`src/rtl/oclib_threshold_monitor_pkg.sv`:
```
// oclib_threshold_monitor_pkg
// Shared types and constants for the threshold monitor.
//   stateT        : 3-bit FSM state encoding (IDLE=0 .. LOW=5), also exported on the debug port
//   PersistZeroAs : effective persistence used when persistCount is programmed to 0
package oclib_threshold_monitor_pkg;

  typedef enum logic [2:0] {
    IDLE      = 3'd0,
    NORMAL    = 3'd1,
    PEND_HIGH = 3'd2,
    HIGH      = 3'd3,
    PEND_LOW  = 3'd4,
    LOW       = 3'd5
  } stateT;

  // A persistence of 0 would never trip; treat it as "trip on the first sample".
  localparam int PersistZeroAs = 1;

endpackage

```
`src/rtl/oclib_persist_counter.sv`:
```
// oclib_persist_counter
// Saturating consecutive-sample counter shared by the PEND_HIGH/PEND_LOW states.
// Ports:
//   clock, reset  : clock, synchronous active-high reset
//   clr           : zero the count (wins over inc)
//   inc           : advance the count by one, saturating at all ones
//   persistCount  : programmed persistence (0 behaves as 1)
//   hit           : the count after this increment reaches the effective persistence
module oclib_persist_counter
  import oclib_threshold_monitor_pkg::*;
#(
  parameter int CountWidth = 8
) (
  input  logic                  clock,
  input  logic                  reset,
  input  logic                  clr,
  input  logic                  inc,
  input  logic [CountWidth-1:0] persistCount,
  output logic                  hit
);

  logic [CountWidth-1:0] count, countInc, effPersist;

  assign countInc   = (&count) ? count : count + 1'b1;
  assign effPersist = (persistCount == '0) ? CountWidth'(PersistZeroAs) : persistCount;
  // >= rather than == so a persistCount lowered mid-pend trips on the next compare.
  assign hit        = (countInc >= effPersist);

  always_ff @(posedge clock) begin
    if (reset)    count <= '0;
    else if (clr) count <= '0;
    else if (inc) count <= countInc;
  end

endmodule

```
`src/rtl/oclib_threshold_monitor.sv`:
```
// oclib_threshold_monitor
// Debounced high/low alarm on a smoothed value, with persistence and hysteresis.
// Optional peak tracking is compiled in with `define OC_THRESHOLD_MONITOR_PEAK_EN.
// Ports:
//   clock, reset                 : clock, synchronous active-high reset
//   in, inValid                  : averaged sample and its qualifier
//   thresholdHigh/thresholdLow   : trip levels (in > high, in < low)
//   hysteresis                   : release margin below high / above low
//   persistCount                 : consecutive qualifying samples to trip (0 == 1)
//   clear                        : clears sticky flags (and peaks)
//   alarmHigh/alarmLow           : live alarms
//   stickyHigh/stickyLow         : latched trip events
//   state                        : FSM state for debug
//   peakMax/peakMin              : sample extremes (constants when peaks are not built)
module oclib_threshold_monitor
  import oclib_threshold_monitor_pkg::*;
#(
  parameter int Width      = 9,
  parameter int CountWidth = 8
) (
  input  logic                  clock,
  input  logic                  reset,
  input  logic [Width-1:0]      in,
  input  logic                  inValid,
  input  logic [Width-1:0]      thresholdHigh,
  input  logic [Width-1:0]      thresholdLow,
  input  logic [Width-1:0]      hysteresis,
  input  logic [CountWidth-1:0] persistCount,
  input  logic                  clear,
  output logic                  alarmHigh,
  output logic                  alarmLow,
  output logic                  stickyHigh,
  output logic                  stickyLow,
  output logic [2:0]            state,
  output logic [Width-1:0]      peakMax,
  output logic [Width-1:0]      peakMin
);

  stateT stateQ, stateNext, evalState;
  logic cntClr, cntInc, hit;
  logic aboveHigh, belowLow;
  logic alarmHighNext, alarmLowNext, setHigh, setLow;
  logic [Width:0] relHighWide, relLowWide;
  logic [Width-1:0] relHigh, relLow;

  // Release levels computed one bit wider and clamped into range.
  assign relHighWide = {1'b0, thresholdHigh} - {1'b0, hysteresis};
  assign relLowWide  = {1'b0, thresholdLow}  + {1'b0, hysteresis};
  assign relHigh     = relHighWide[Width] ? '0 : relHighWide[Width-1:0];
  assign relLow      = relLowWide[Width]  ? '1 : relLowWide[Width-1:0];

  assign aboveHigh = (in > thresholdHigh);
  assign belowLow  = (in < thresholdLow);

  oclib_persist_counter #(.CountWidth(CountWidth)) uCounter (
    .clock        (clock),
    .reset        (reset),
    .clr          (cntClr),
    .inc          (cntInc),
    .persistCount (persistCount),
    .hit          (hit)
  );

  always_ff @(posedge clock) begin
    if (reset) stateQ <= IDLE;
    else       stateQ <= stateNext;
  end

  always_comb begin
    stateNext = stateQ;
    cntClr    = 1'b0;
    cntInc    = 1'b0;
    // The first valid sample out of IDLE is judged as if already in NORMAL.
    evalState = (stateQ == IDLE) ? NORMAL : stateQ;
    if (inValid) begin
      case (evalState)
        NORMAL: begin
          stateNext = NORMAL;
          if (aboveHigh || belowLow) begin  // high has priority on inverted thresholds
            if (hit) begin
              stateNext = aboveHigh ? HIGH : LOW;
              cntClr    = 1'b1;
            end else begin
              stateNext = aboveHigh ? PEND_HIGH : PEND_LOW;
              cntInc    = 1'b1;
            end
          end
        end
        PEND_HIGH: begin
          if (!aboveHigh)  begin stateNext = NORMAL; cntClr = 1'b1; end
          else if (hit)    begin stateNext = HIGH;   cntClr = 1'b1; end
          else             cntInc = 1'b1;
        end
        PEND_LOW: begin
          if (!belowLow)   begin stateNext = NORMAL; cntClr = 1'b1; end
          else if (hit)    begin stateNext = LOW;    cntClr = 1'b1; end
          else             cntInc = 1'b1;
        end
        HIGH:    if (in < relHigh) stateNext = NORMAL;
        LOW:     if (in > relLow)  stateNext = NORMAL;
        default: begin stateNext = IDLE; cntClr = 1'b1; end
      endcase
    end
  end

  always_comb begin
    alarmHighNext = (stateNext == HIGH);
    alarmLowNext  = (stateNext == LOW);
    setHigh       = (stateNext == HIGH) && (stateQ != HIGH);
    setLow        = (stateNext == LOW)  && (stateQ != LOW);
  end

  always_ff @(posedge clock) begin
    if (reset) begin
      alarmHigh  <= 1'b0;
      alarmLow   <= 1'b0;
      stickyHigh <= 1'b0;
      stickyLow  <= 1'b0;
    end else begin
      alarmHigh  <= alarmHighNext;
      alarmLow   <= alarmLowNext;
      // Set beats a coincident clear.
      stickyHigh <= setHigh | (stickyHigh & ~clear);
      stickyLow  <= setLow  | (stickyLow  & ~clear);
    end
  end

  assign state = stateQ;

`ifdef OC_THRESHOLD_MONITOR_PEAK_EN
  always_ff @(posedge clock) begin
    if (reset) begin
      peakMax <= '0;
      peakMin <= '1;
    end else if (clear) begin
      peakMax <= inValid ? in : '0;
      peakMin <= inValid ? in : '1;
    end else if (inValid) begin
      if (in > peakMax) peakMax <= in;
      if (in < peakMin) peakMin <= in;
    end
  end
`else
  assign peakMax = '0;
  assign peakMin = '1;
`endif

endmodule

```
`config.mk`:
```
export PLATFORM = sky130hd
export DESIGN_NAME = oclib_threshold_monitor
export DESIGN_NICKNAME = d
export VERILOG_FILES = /design/src/rtl/oclib_threshold_monitor_pkg.sv /design/src/rtl/oclib_persist_counter.sv /design/src/rtl/oclib_threshold_monitor.sv
export SDC_FILE = /design/constraint.sdc
export NUM_CORES = 1
export LEC_CHECK = 0
export CORE_MARGIN = 8
export CORE_UTILIZATION = 45
export CTS_BUF_LIST = sky130_fd_sc_hd__clkbuf_4 sky130_fd_sc_hd__clkbuf_8
export DETAILED_ROUTE_END_ITERATION = 8
export HOLD_SLACK_MARGIN = 0.06
export PLACE_DENSITY = 0.73
export REMOVE_ABC_BUFFERS = 1
export SYNTH_ARGS = -nofsm -noshare
export SYNTH_HDL_FRONTEND = slang
export SYNTH_SLANG_ARGS = --single-unit
```
`constraint.sdc`:
```
create_clock -name clock -period 5.4 [get_ports clock]
set_input_delay 0.81 -clock clock [delete_from_list [all_inputs] [get_ports clock]]
set_output_delay 0.81 -clock clock [all_outputs]
set_load 0.05 [all_outputs]
```
# ---- After elaboration in Yosys (flattened, before gate mapping)
# Cells that the tools add are included.
# Widths: inputs -> output; s select.
dict set report totals {
  elab_cells 65
  input_bits 48
  ff_bits 15
}
dict set report classes {
  order_cmp 5
  n_mux 29
  eq_ne 9
  bitwise_logic 5
  n_reduce_logical 8
  n_addsub 3
}
# op count
set ops {}
lappend ops {{$mux 3} 12}
lappend ops {{$gt 9x9->1} 2}
lappend ops {{$lt 9x9->1} 2}
lappend ops {{$mux 9} 2}
lappend ops {{$mux 8} 2}
lappend ops {{$pmux 3 s5} 1}
lappend ops {{$add 9x9->10} 1}
lappend ops {{$mux 1} 10}
lappend ops {{$sub 9x9->10} 1}
lappend ops {{$eq 3x2->1 const B} 3}
lappend ops {{$eq 3x3->1 const B} 3}
lappend ops {{$add 8x1->8 const B} 1}
lappend ops {{$ge 8x8->1} 1}
lappend ops {{$logic_not 8->1} 1}
lappend ops {{$reduce_and 8->1} 1}
lappend ops {{$pmux 1 s4} 1}
lappend ops {{$reduce_or 2->1} 2}
lappend ops {{$eq 3x1->1 const B} 1}
lappend ops {{$logic_not 3->1} 1}
lappend ops {{$ne 3x2->1 const B} 1}
lappend ops {{$ne 3x3->1 const B} 1}
lappend ops {{$pmux 1 s3} 1}
lappend ops {{$and 1x1->1} 2}
lappend ops {{$logic_and 1x1->1} 2}
lappend ops {{3 further kinds} 4}

# ---- Logic depth before layout (Yosys ltp)
dict set report depth {
  ltp_word 10
  ltp_mapped 17
}

# ---- By module
# Synthesis repeated with hierarchy kept, for this count alone.
dict set report unflattened {
  hier_cells 390
  hier_area_um2 2964.1
}
# module cells_each area_each_um2 n_inst
set by_module_without_submodules {}
lappend by_module_without_submodules {oclib_threshold_monitor 295 2178.3 1}
lappend by_module_without_submodules {oclib_persist_counter 95 785.8 1}

# ---- Worst setup path before layout
# No wires, ideal clock.
dict set report synth_path {
  kind {input-to-reg}
  from {input hysteresis[1]}
  to {register stickyLow}
  setup_slack_ns 1.410
  t_arrival_ns 3.895
  cell_stages 16
  cell_sequence {inv_1 > ha_1 > nor2b_1 > o31a_1 > o21a_1 > o21a_1 > a311o_1 > a21o_1 > nand2_1 > ha_1 > a21o_1 > nand3_1 > a21oi_1 > a2111oi_0 > o32ai_2 > o41ai_2}
}
dict set report synth_via {
  elab_chain_cells 9
}
# element line
set synth_rtl {}
lappend synth_rtl {{start, declared} oclib_threshold_monitor.sv:27} ;# input logic [Width-1:0] hysteresis,
lappend synth_rtl {{$add 9x9->10 or $sub 9x9->10 (tied branches)} {oclib_threshold_monitor.sv:48, oclib_threshold_monitor.sv:47}}
lappend synth_rtl {{$mux 9, on equally long branches} {oclib_threshold_monitor.sv:50, oclib_threshold_monitor.sv:49}}
lappend synth_rtl {{$gt 9x9->1 or $lt 9x9->1 (tied branches)} {oclib_threshold_monitor.sv:100, oclib_threshold_monitor.sv:99}}
lappend synth_rtl {{$mux 3, on equally long branches} {oclib_threshold_monitor.sv:100, oclib_threshold_monitor.sv:99}}
lappend synth_rtl {{$pmux 3 s5 *} oclib_threshold_monitor.sv:76} ;# case (evalState)
lappend synth_rtl {{$mux 3 *} oclib_threshold_monitor.sv:75} ;# if (inValid) begin
lappend synth_rtl {{$eq 3x3->1 *} oclib_threshold_monitor.sv:110} ;# setLow = (stateNext == LOW) && (stateQ != LOW);
lappend synth_rtl {{$logic_and 1x1->1 *} oclib_threshold_monitor.sv:110}
lappend synth_rtl {{$or 1x1->1 *} oclib_threshold_monitor.sv:124} ;# stickyLow <= setLow | (stickyLow & ~clear);
lappend synth_rtl {{end signal, assigned} oclib_threshold_monitor.sv:124}
lappend synth_rtl {{end, declared} oclib_threshold_monitor.sv:33} ;# output logic stickyLow,
# Mark *: on every way between the ends. The rest lies on a longest branch, timed or not.
# A chain may end at the register's enable or synchronous reset.

# ---- Worst setup path after layout
dict set report layout_path {
  from {input hysteresis[1]}
  to {register stickyHigh}
}
dict set report layout_via {
  elab_chain_cells 9
}
# element line
set layout_rtl {}
lappend layout_rtl {{$add 9x9->10 or $sub 9x9->10 (tied branches)} {oclib_threshold_monitor.sv:48, oclib_threshold_monitor.sv:47}}
lappend layout_rtl {{$mux 9, on equally long branches} {oclib_threshold_monitor.sv:50, oclib_threshold_monitor.sv:49}}
lappend layout_rtl {{$gt 9x9->1 or $lt 9x9->1 (tied branches)} {oclib_threshold_monitor.sv:100, oclib_threshold_monitor.sv:99}}
lappend layout_rtl {{$mux 3, on equally long branches} {oclib_threshold_monitor.sv:100, oclib_threshold_monitor.sv:99}}
lappend layout_rtl {{$pmux 3 s5 *} oclib_threshold_monitor.sv:76}
lappend layout_rtl {{$mux 3 *} oclib_threshold_monitor.sv:75}
lappend layout_rtl {{$eq 3x2->1 *} oclib_threshold_monitor.sv:109} ;# setHigh = (stateNext == HIGH) && (stateQ != HIGH);
lappend layout_rtl {{$logic_and 1x1->1 *} oclib_threshold_monitor.sv:109}
lappend layout_rtl {{$or 1x1->1 *} oclib_threshold_monitor.sv:123} ;# stickyHigh <= setHigh | (stickyHigh & ~clear);
lappend layout_rtl {{end signal, assigned} oclib_threshold_monitor.sv:123}
lappend layout_rtl {{end, declared} oclib_threshold_monitor.sv:32} ;# output logic stickyHigh,
# Marks and branches as above.

==> flow_metrics.py <==
metrics = {
    "timing": {
        "slew_headroom_pct": 52.4,
        "worst_slew_pin_slew_ps": 696,
        "grt_setup_unrepaired": "false",
        "fin_worst_skew_ps": 1.53,
        "max_freq_ghz": 0.206,
        "period_minus_slack_ps": 4860,
        "setup_tns_ps": 0,
        "fin_crit_sh_pct": 90.0,
        "setup_viol": 0,
        "finalHoldViolations": 0,
        "drv_slew": 0,
    },
    "route": {
        "route.met3.wl_um": 434,
        "drc": 0,
        "wl_met2_mm": 3.42,
        "highest_layer": "met4",
        "drtAntennaViolNets": 0,
        "post_drt_wl_per_cell_um": 14.5,
        "dr_total_vias": 2713,
        "routed_wirelength_mm": 7.33,
        "drt-met1-wl_mm": 3.38,
        "dr.pass1.iters": 4,
        "via_per_inst": 5.37,
        "dr.first_iter.drc_count": 76,
    },
    "cells_and_area": {
        "finalCoreUtilization_pct": 55.3,
        "syn_to_final_growth_pct": 20.8,
        "final_common_cell": "ha_1",
        "final_cells": 505,
        "final_area_um2": 3450,
        "multi_input_area_um2": 2310,
        "final_cell_mix": "61 x ha_1, 54 x clkdlybuf4s50_1, 42 x inv_1, 35 x nor2_1, 28 x nand2_1",
        "fillers": 630,
        "ff_latch_area_um2": 300,
        "antenna_cells": 0,
        "fin_nets": 540,
        "layout-drive-gt1-share_pct": 4.21,
    },
    "placement": {
        "placed_area_um2": 3400,
        "dp_hpwl_mm": 6.44,
        "place_inst": 501,
        "port_buffers": 54,
        "gp_congestion": 0.913,
    },
    "yosys": {
        "synth-edff-count": 0,
        "synth_ff_type": "dfxtp_1",
        "synth_top_cells_by_area": "ha_1 27%, dfxtp_1 11%, inv_1 5.5%",
        "synth_top_area_cell": "ha_1",
        "synth_warnings": 0,
        "ys_seq_area_share_pct": 10.5,
        "async_flop_share_pct": 0,
        "ys_ff_latch": 15,
        "syn_area_um2": 2860,
        "ys_types": 58,
        "synth_top_area_share_pct": 26.7,
        "synthCells": 375,
        "syn_avg_cell_area_um2": 7.62,
    },
    "grt": {
        "antenna_found_initial": 0,
        "first_global_vias": 2812,
        "grt_pass1_wl_mm": 12.1,
        "grt_overflow_total": 0,
        "grt_max_degree": 16,
        "track_usage_pct": 16.1,
    },
    "cts": {
        "cts_hold_buf": 0,
        "cts_tree": "built",
        "htreeDepth": 1,
        "root_buffer": "clkbuf_8",
        "numCtsBuffers": 3,
        "cts_resized": 0,
        "cts.path.max_buffers": 2,
        "clk_pin_slew_worst_paths_ps": 50,
        "cts.sinks": 15,
        "worstSkewPairLatency_ps": 240,
        "postCtsSetupRepairBufs": 0,
    },
    "setup_path": {
        "r2r.worst_path.cells": 14,
        "cp-end-kind": "register",
        "path_class": "in -> reg",
        "cp.arrival_ps": 4970,
        "path_max_fanout": 8,
        "cp-start-kind": "input pin",
        "required_ps": 5510,
    },
    "power_and_ir_drop": {
        "p_leak_nw": 1.63,
        "powerDensity_nw_per_um2": 156,
        "peakVddDrop_mv": 0.109,
        "finalPower_w": 0.000538,
    },
    "die": {
        "rows": 29,
        "initial_core_util_pct": 45.8,
        "io-pin-count": 73,
        "die_h_um": 95.7,
        "die_area_um2": 9160,
        "die-width_um": 95.7,
        "core_area_um2": 6240,
    },
    "run_status": {
        "outcome": "finished clean",
    },
    "flow_run": {
        "cap_violations": 0,
    },
    "worst_hold_path": {
        "holdCritPathClass": "reg -> reg",
        "hold_path_depth": 2,
    },
}
per-layer routing:
| metal | track usage, % | vias to the layer above |
|---|---|---|
| met4 | 2.82 | 0 |
| met2 | 28.2 | 66 |
| li1 | - | 1415 |
| met5 | 0 | - |
| met1 | 20.3 | 1224 |
| met3 | 2.57 | 8 |
final timing paths:
check	start	endpoint	slack (ps)
hold / removal	stickyLow$_SDFF_PP0_	stickyLow$_SDFF_PP0_	470
setup / recovery	hysteresis[1]	stickyHigh$_SDFF_PP0_	540
setup reg to reg	uCounter.count[0]$_SDFFE_PP0P_	uCounter.count[4]$_SDFFE_PP0P_	2040
hold reg to reg	stickyLow$_SDFF_PP0_	stickyLow$_SDFF_PP0_	470
through the flow:
stage	hold slack, ps	setup WS [ps]
after floorplan	488	1410
after CTS	465	526
final	466	539
after global placement	457	594
after global routing	498	225
after detailed placement	436	299
power breakdown:
group	internal (W)	total [W]	switching, W
Sequential	0.000116	0.000127	0.0000112
Combinational	0.000136	0.000319	0.000183
Clock	0.0000571	0.0000917	0.0000346
Total	0.000309	0.000538	0.000229
synthesized netlist by cell type, types with 4 or more instances:
cell and number:
or3_1 6, ha_1 61, xor2_1 4, nand4_1 8, nor2b_1 5, a21o_1 7
o21ai_0 19, dfxtp_1 15, inv_1 42, o21ai_1 4, buf_4 19, o21a_1 7
nand2_1 28, nor2_1 35, and2_1 5, a21oi_1 26, nand3_1 9, xnor2_1 9
mux2i_1 5, nor3_1 7
cells by family (layout without fill, tap and decap cells):
kind of cell	count (synthesis)	in the layout	synth area share, %
AND/OR/NAND/NOR	116	116	19.8
AO/OA/AOI/OAI	97	97	24.4
adder cells (fa/ha/maj)	64	64	28.4
buffers and inverters	63	100	10.8
flip-flops	15	15	10.5
XOR/XNOR	13	13	3.98
multiplexers	5	5	1.75
other	2	18	0.263
layout make-up:
cell class,count,share of cell area (%)
tap,77,2.79
clock buffer,4,1.41
multi-input combinational,313,66.9
sequential,15,8.70
timing repair buffer,54,15.7
inverter,42,4.57
critical path, cell delays in order:
cell	delay, ps
clkdlybuf4s50_1	570
inv_1	80
ha_1	260
nor2b_1	140
o31a_1	260
o21a_1	190
o21a_1	210
a311o_1	360
a21o_1	260
nand3_1	110
ha_1	270
a21oi_1	170
nand2_1	70
a2111oi_0	660
o32ai_2	210
nor3_2	230
o31ai_1	130
registers in the layout (all words and copies together), names as in the netlist:
register and cells:
uCounter.count 8, state 3, alarmHigh 1, alarmLow 1, stickyHigh 1, stickyLow 1
Note: power is estimated with default switching activity, not from simulation.
